File: config.mk
export PLATFORM = sky130hd
export DESIGN_NAME = handshake_fifo_opaque
export DESIGN_NICKNAME = d
export VERILOG_FILES = /design/src/rtl/handshake_fifo_opaque_pkg.sv /design/src/rtl/handshake_fifo_opaque_wrap_counter.sv /design/src/rtl/handshake_fifo_opaque.sv
export SDC_FILE = /design/constraint.sdc
export NUM_CORES = 1
export LEC_CHECK = 0
export ABC_AREA = 1
export CORE_MARGIN = 4
export CORE_UTILIZATION = 56
export CTS_BUF_LIST = sky130_fd_sc_hd__clkbuf_16
export DETAILED_ROUTE_END_ITERATION = 7
export PLACE_DENSITY = 0.8
export SLEW_MARGIN = 20
export SYNTH_ARGS = -nofsm -noshare
export SYNTH_HDL_FRONTEND = slang
export SYNTH_HIERARCHICAL = 1
export SYNTH_SLANG_ARGS = --single-unit
File: constraint.sdc
create_clock -name clk -period 4.1 [get_ports clk]
set_clock_uncertainty 0.2 [all_clocks]
set_input_delay 0.82 -clock clk [delete_from_list [all_inputs] [get_ports clk]]
set_output_delay 0.82 -clock clk [all_outputs]
set_load 0.01 [all_outputs]
File: src/rtl/handshake_fifo_opaque_pkg.sv
// Shared constants, the occupancy-update encoding and a constant-safe clog2
// used by the elastic FIFO stage and its pointer counters.
package handshake_fifo_opaque_pkg;

    localparam int DEFAULT_DATA_WIDTH = 32;
    localparam int DEFAULT_DEPTH      = 4;

    // Encoded as {push, pop} so it can be built directly from the two handshakes.
    typedef enum logic [1:0] {
        OP_IDLE = 2'b00,
        OP_POP  = 2'b01,
        OP_PUSH = 2'b10,
        OP_BOTH = 2'b11
    } fifo_op_e;

    function automatic int clog2(input int value);
        int result;
        int rem;
        result = 0;
        rem    = value - 1;
        while (rem > 0) begin
            result = result + 1;
            rem    = rem >> 1;
        end
        return result;
    endfunction

endpackage

File: src/rtl/handshake_fifo_opaque_wrap_counter.sv
// Modulo-MAX pointer counter: advances on en and wraps MAX-1 -> 0 by explicit
// compare, so MAX need not be a power of two.
module handshake_wrap_counter
    import handshake_fifo_opaque_pkg::*;
#(
    parameter  int MAX = 4,
    localparam int W   = (clog2(MAX) < 1) ? 1 : clog2(MAX)
) (
    input  logic         clk,
    input  logic         rst_n,
    input  logic         en,
    output logic [W-1:0] value
);

    logic [W-1:0] value_q;
    logic [W-1:0] value_d;

    always_comb begin
        value_d = value_q;
        if (en) begin
            value_d = (value_q == W'(MAX - 1)) ? '0 : value_q + 1'b1;
        end
    end

    always_ff @(posedge clk or negedge rst_n) begin
        if (!rst_n) begin
            value_q <= '0;
        end else begin
            value_q <= value_d;
        end
    end

    assign value = value_q;

endmodule

File: src/rtl/handshake_fifo_opaque.sv
// Opaque elastic FIFO stage: both flags are registered from occupancy, so no
// combinational valid or ready path crosses the stage.
module handshake_fifo_opaque
    import handshake_fifo_opaque_pkg::*;
#(
    parameter  int DATA_WIDTH = DEFAULT_DATA_WIDTH,
    parameter  int DEPTH      = DEFAULT_DEPTH,
    localparam int CNT_W      = clog2(DEPTH + 1),
    localparam int PTR_W      = (clog2(DEPTH) < 1) ? 1 : clog2(DEPTH)
) (
    input  logic                  clk,
    input  logic                  rst,
    input  logic [DATA_WIDTH-1:0] ins,
    input  logic                  ins_valid,
    output logic                  ins_ready,
    output logic [DATA_WIDTH-1:0] outs,
    output logic                  outs_valid,
    input  logic                  outs_ready,
    output logic [CNT_W-1:0]      count
);

    logic [DATA_WIDTH-1:0] mem_q [DEPTH];
    logic [PTR_W-1:0]      wr_ptr;
    logic [PTR_W-1:0]      rd_ptr;
    logic [CNT_W-1:0]      count_q,      count_d;
    logic                  ins_ready_q,  ins_ready_d;
    logic                  outs_valid_q, outs_valid_d;
    logic                  push;
    logic                  pop;
    fifo_op_e              op;

    assign push = ins_valid & ins_ready_q;
    assign pop  = outs_valid_q & outs_ready;
    assign op   = fifo_op_e'({push, pop});

    handshake_wrap_counter #(.MAX(DEPTH)) u_wr_ptr (
        .clk   (clk),
        .rst_n (rst),
        .en    (push),
        .value (wr_ptr)
    );

    handshake_wrap_counter #(.MAX(DEPTH)) u_rd_ptr (
        .clk   (clk),
        .rst_n (rst),
        .en    (pop),
        .value (rd_ptr)
    );

    // Flags look at next occupancy so they line up with count_q after the edge.
    always_comb begin
        count_d = count_q;
        case (op)
            OP_PUSH: count_d = count_q + 1'b1;
            OP_POP:  count_d = count_q - 1'b1;
            default: count_d = count_q;
        endcase
        ins_ready_d  = (count_d != CNT_W'(DEPTH));
        outs_valid_d = (count_d != '0);
    end

    always_ff @(posedge clk or negedge rst) begin
        if (!rst) begin
            count_q      <= '0;
            ins_ready_q  <= 1'b0;
            outs_valid_q <= 1'b0;
        end else begin
            count_q      <= count_d;
            ins_ready_q  <= ins_ready_d;
            outs_valid_q <= outs_valid_d;
        end
    end

    // Storage carries no reset; the cleared count keeps stale words invisible.
    always_ff @(posedge clk) begin
        if (push) begin
            mem_q[wr_ptr] <= ins;
        end
    end

    assign ins_ready  = ins_ready_q;
    assign outs_valid = outs_valid_q;
    assign outs       = outs_valid_q ? mem_q[rd_ptr] : '0;
    assign count      = count_q;

    // Upstream must not withdraw or alter a word the stage has not yet taken.
    hold_while_stalled: assert property (
        @(posedge clk) disable iff (!rst)
        (ins_valid && !ins_ready_q) |=> (ins_valid && $stable(ins))
    );

endmodule
==> results.cfg, run 1 <==
[run_status]
status = finished clean

[global_routing]
first_global_vias = 4171
grt_use_total_pct = 20.1
grt-ovfl-total = 0
grt_pass1_wl_mm = 19.6
grt_start_max_net_pins = 68
antenna_found_initial = 0

[clock_network]
cts_tree = yes
clk_path_buf_depth = 2
numCtsBuffers = 17
insertion_delay_ns = 0.41
post_cts_buffers = 0
cts_sinks = 137
h-tree-depth = 4
cts_resized = 0
cts-root-buf = clkbuf_16
clk_pin_slew_ns = 0.06
cts_hold_buf = 0

[floorplan]
start_util_pct = 57.3
die_w_um = 114
dieArea_um2 = 12900
coreArea_um2 = 10900
io_pins = 73
die_h_um = 114
num_rows = 38

[critical_path]
worstSetupStartpointType = flip-flop
cp-end-kind = output port
reg2reg_from = u_wr_ptr/value[0]
worst-path-max-fanout = 67
cp-startpoint = u_rd_ptr/value[0]
cp.arrival_ns = 2.38
crit_type = flip-flop to output port
regToRegSetupSlack_ns = 2.03
required_ns = 3.08

[power_and_ir_drop]
powerDensity_nw_per_um2 = 734
ir_drop_v = 0.000537
finalPower_mw = 5.59
p_leak_nw = 3.32

[placement]
place_congestion = 0.693
port_buffers = 72
dp.cells = 766
placed_cell_area_um2 = 7080
dp_hpwl_mm = 7.43

[logic_synthesis]
synth_most_common_cell = inv_1
synth_adder_area_share_pct = 0.922
async_flop_share_pct = 6.57
synth_top_family_by_area = simple AND/OR/NAND/NOR gates
synth_compound_area_share_pct = 4.25
synth_cell_types = 19
synth_xor_area_share_pct = 0
avgSynthCellArea_um2 = 11.0
syn_area_um2 = 6240
synth.top_cell.area_share_pct = 61.6
ys_top_cells_by_count = inv_1 (140), nand2_1 (133), edfxtp_1 (128)
syn-instance-count = 565
ys_ff_latch = 137
synthMuxAreaShare_pct = 0
synth_top_area_cell = edfxtp_1
synthesis.nets = 605
synth-simple-area-share_pct = 18.1
synth_edf_count = 128
ys_warn_count = 6
ys_seq_area_share_pct = 65.2
synthFlopType = edfxtp_1
yosys-top-cells-area = edfxtp_1 (62%), inv_1 (8.4%), nand2_1 (8.0%)

[sta]
setup_viol = 0
fin_setup_tns_ns = 0
hold_viol = 0
fmax_mhz = 294
finalCritPeriodShare_pct = 82.9
worst_hold_slack_ns = 0.370
final_max_slew_viol_count = 0
min_period_ns = 3.40
rsz0062_at_grt = no
tightest_slew_ns = 0.839
maxSlewHeadroom_pct = 44.1

[detailed_routing]
firstDrtPassIters = 5
viasPerCell = 5.02
wl_per_cell_um = 15.8
wl_mm = 12.6
drtIter0Drc = 295
num_vias = 4008
ant_nets = 0
drc = 0

[hold_path]
min_from = count[2]
hp-class = flip-flop to flip-flop

[layout]
ff_latch_area_um2 = 4070
fin_nets = 685
fillers = 742
finalNonFillerCells = 798
antenna_cells = 0
multi_input_area_um2 = 1480
area_delta_synth_final_pct = 22.2
finalInstanceArea_um2 = 7630
drive_gt1_share_pct = 18.4

[flow_run]
maxCapViolations = 0
worst max-delay path, cell delays in order, from the launching register on:
cell and delay (ns):
dfrtp_2 0.36, buf_4 0.65, nand2_1 0.14, nand3_1 0.12, a21oi_1 0.11, clkdlybuf4s50_1 0.53
final timing paths:
check / endpoint / cells past startpoint
setup / recovery: outs[0] / 5
hold / removal: outs_valid / 2
setup reg to reg: mem_q[1][0] / 3
hold reg to reg: outs_valid / 2
max in group asynchronous: u_rd_ptr/value[0] / 1
min in group asynchronous: u_rd_ptr/value[1] / 1
flip-flops by register name, indices dropped and copies added, names as in the netlist:
name            count
ins_ready           1
outs_valid          1
count               3
u_rd_ptr/value      2
u_wr_ptr/value      2
mem_q             128
layout by cell type, fill, tap and decap left out, drive strengths merged:
cell type,count
nand4,1
inv,146
edfxtp,128
ha,3
bufinv,2
clkbuf,17
dfrtp,9
a21oi,32
nor2,3
buf,12
clkinvlp,2
clkinv,7
fa,1
nand3,66
nor3,4
clkdlybuf4s50,72
nand2,153
final cells by class:
cell class	count	area share (%)
Multi-Input combinational cell	263	19.3
Timing Repair Buffer	84	10.8
Clock buffer	17	5.58
Tap cell	140	2.30
Clock inverter	15	1.59
Inverter	142	7.02
Sequential cell	137	53.4
per-stage QoR:
stage | utilization [%] | setup slack [ns]
3_3_place_gp | 65.0 | 1.19
4_1_cts | 70.0 | 0.707
5_1_grt | 70.0 | 0.582
3_5_place_dp | 65.0 | 1.14
2_1_floorplan | - | 0.287
6_report | 70.0 | 0.701
power by group:
part	total, mW	switching (mW)	internal, mW
combinational	2.27	1.33	0.948
clock	1.40	0.530	0.872
sequential	1.92	0.0931	1.82
cells by family after synthesis:
family / Yosys count
compound gates: 32
fa+ha+maj: 4
simple gates: 227
flops: 137
buf+inv: 165
routing by layer:
layer	up-vias	wire length [um]	track usage, %
met1	1907	4920	22.7
li1	1949	-	-
met3	21	818	5.25
met5	-	0	0
met2	131	6660	36.3
met4	0	188	8.01
(Power assumes the default switching activity.)
==> run 2, diff against run 1 <==
clock period = 3.4 ns   (was 4.1 ns; I/O delays follow)
==> results.cfg, run 2 (synthesis gave the netlist of run 1 again) <==
[clock_network]
clk_pin_slew_ns = 0.05
insertion_delay_ns = 0.40
clk_path_buf_depth = 2
cts_tree = yes
numCtsBuffers = 17
cts_hold_buf = 0
h-tree-depth = 4
cts-root-buf = clkbuf_16
post_cts_buffers = 0
cts_sinks = 137

[sta]
finalCritPeriodShare_pct = 92.5
fin_ws_ns = 0.255
final_max_slew_viol_count = 0
min_period_ns = 3.15
maxSlewHeadroom_pct = 50.8
fmax_mhz = 318
rsz0062_at_grt = no
hold_viol = 0
setup_viol = 0
tightest_slew_ns = 0.737

[global_routing]
antenna_found_initial = 0
grt-ovfl-total = 0
grt-busiest-layer = met2
use_met2_pct = 33.5
grt_use_total_pct = 19.8
use_met1_pct = 24.4
met3_usage_pct = 5.31
first_global_vias = 4070
grt_start_max_net_pins = 68
grt_pass1_wl_mm = 19.4

[layout]
largest_reg_flops = 128
multi_input_area_um2 = 1480
fillers = 753
regMostFlops = mem_q
finalNonFillerCells = 795
finalInstanceArea_um2 = 7580
fin_nets = 685
final_cell_mix = inv_1 (142), nand2_1 (133), edfxtp_1 (128)
mostFrequentLayoutCell = inv_1
drive_gt1_share_pct = 17.7
area_delta_synth_final_pct = 21.5
ff_latch_area_um2 = 4070

[floorplan]
dieArea_um2 = 12900
die_w_um = 114
die_h_um = 114
io_pins = 73
num_rows = 38
coreArea_um2 = 10900
start_util_pct = 57.3

[critical_path]
worst-path-max-fanout = 32
worstSetupStartpointType = flip-flop
critical_path.cell_chain = inv_4, nand3_1, a21oi_1, clkdlybuf4s50_1
cp.arrival_ns = 2.27
slowest_delay_ns = 0.59
crit_type = flip-flop to output port
cp-end-kind = output port
regToRegSetupSlack_ns = 1.38
required_ns = 2.52
critPathSlowestCell = clkdlybuf4s50_1

[hold_path]
hp-class = flip-flop to flip-flop

[placement]
port_buffers = 72
pre_cts_slack_ns = 0.423
placed_cell_area_um2 = 7080
dp.cells = 766
place_congestion = 0.727
dp_hpwl_mm = 7.23

[detailed_routing]
viasPerCell = 5.01
wl_mm = 12.2
num_vias = 3986
wl_per_cell_um = 15.3
ant_nets = 0
drtIter0Drc = 229
firstDrtPassIters = 4
drc = 0

[power_and_ir_drop]
p_leak_nw = 3.30
ir_drop_v = 0.000641
finalPower_mw = 6.59
powerDensity_nw_per_um2 = 869

[flow_run]
maxCapViolations = 0

[run_status]
status = finished clean
## run 2: path summary, 6_finish.rpt
check | start | to | depth (start not counted)
hold reg to reg | count[2] | outs_valid | 2
max in group asynchronous | rst | u_rd_ptr/value[0] | 1
min in group asynchronous | rst | count[2] | 1
setup reg to reg | ins_ready | outs_valid | 7
setup / recovery | u_rd_ptr/value[1] | outs[2] | 4
hold / removal | count[2] | outs_valid | 2
## run 2: repair_timing
action                                 in CTS  in global routing
endpoints found under the hold margin       0                  0
gates resized for setup                     1                  0
setup endpoints to repair                   6                  0
## run 2: area by class of cell
class | instances | share of cell area, %
sequential | 137 | 53.7
clock buffer | 17 | 5.61
timing repair buffer | 84 | 10.9
tap | 140 | 2.31
antenna | 1 | 0.0330
multi-input combinational | 263 | 19.5
inverter | 142 | 7.10
clock inverter | 11 | 0.924
## run 2: per-stage QoR
stage | setup TNS, ns | hold slack [ns] | utilization (%)
after global routing | 0 | 0.379 | 69.6
final | 0 | 0.337 | 69.6
after CTS | 0 | 0.329 | 69.6
after global placement | 0 | 0.312 | 65.0
after detailed placement | 0 | 0.317 | 65.0
after floorplan | -34.89 | 0.184 | -
## run 2: per-layer routing
| layer | share of wire [%] | wire length, um |
|---|---|---|
| met2 | 51 | 6170 |
| met5 | 0 | 0 |
| met4 | 1.5 | 182 |
| met1 | 43 | 5180 |
| met3 | 5.3 | 639 |
## run 2: where the power goes
group          switching [mW]  internal (mW)  total (mW)
clock                   0.593          0.960        1.55
sequential              0.116           2.20        2.32
combinational            1.58           1.14        2.72
total                    2.29           4.30        6.59
## run 2: critical path, delay by kind of cell, from the launching register on
kind,cells,cell delay [ns]
AO/OA/AOI/OAI,1,0.26
buffers and inverters,2,1.02
flip-flops,1,0.41
AND/OR/NAND/NOR,1,0.16
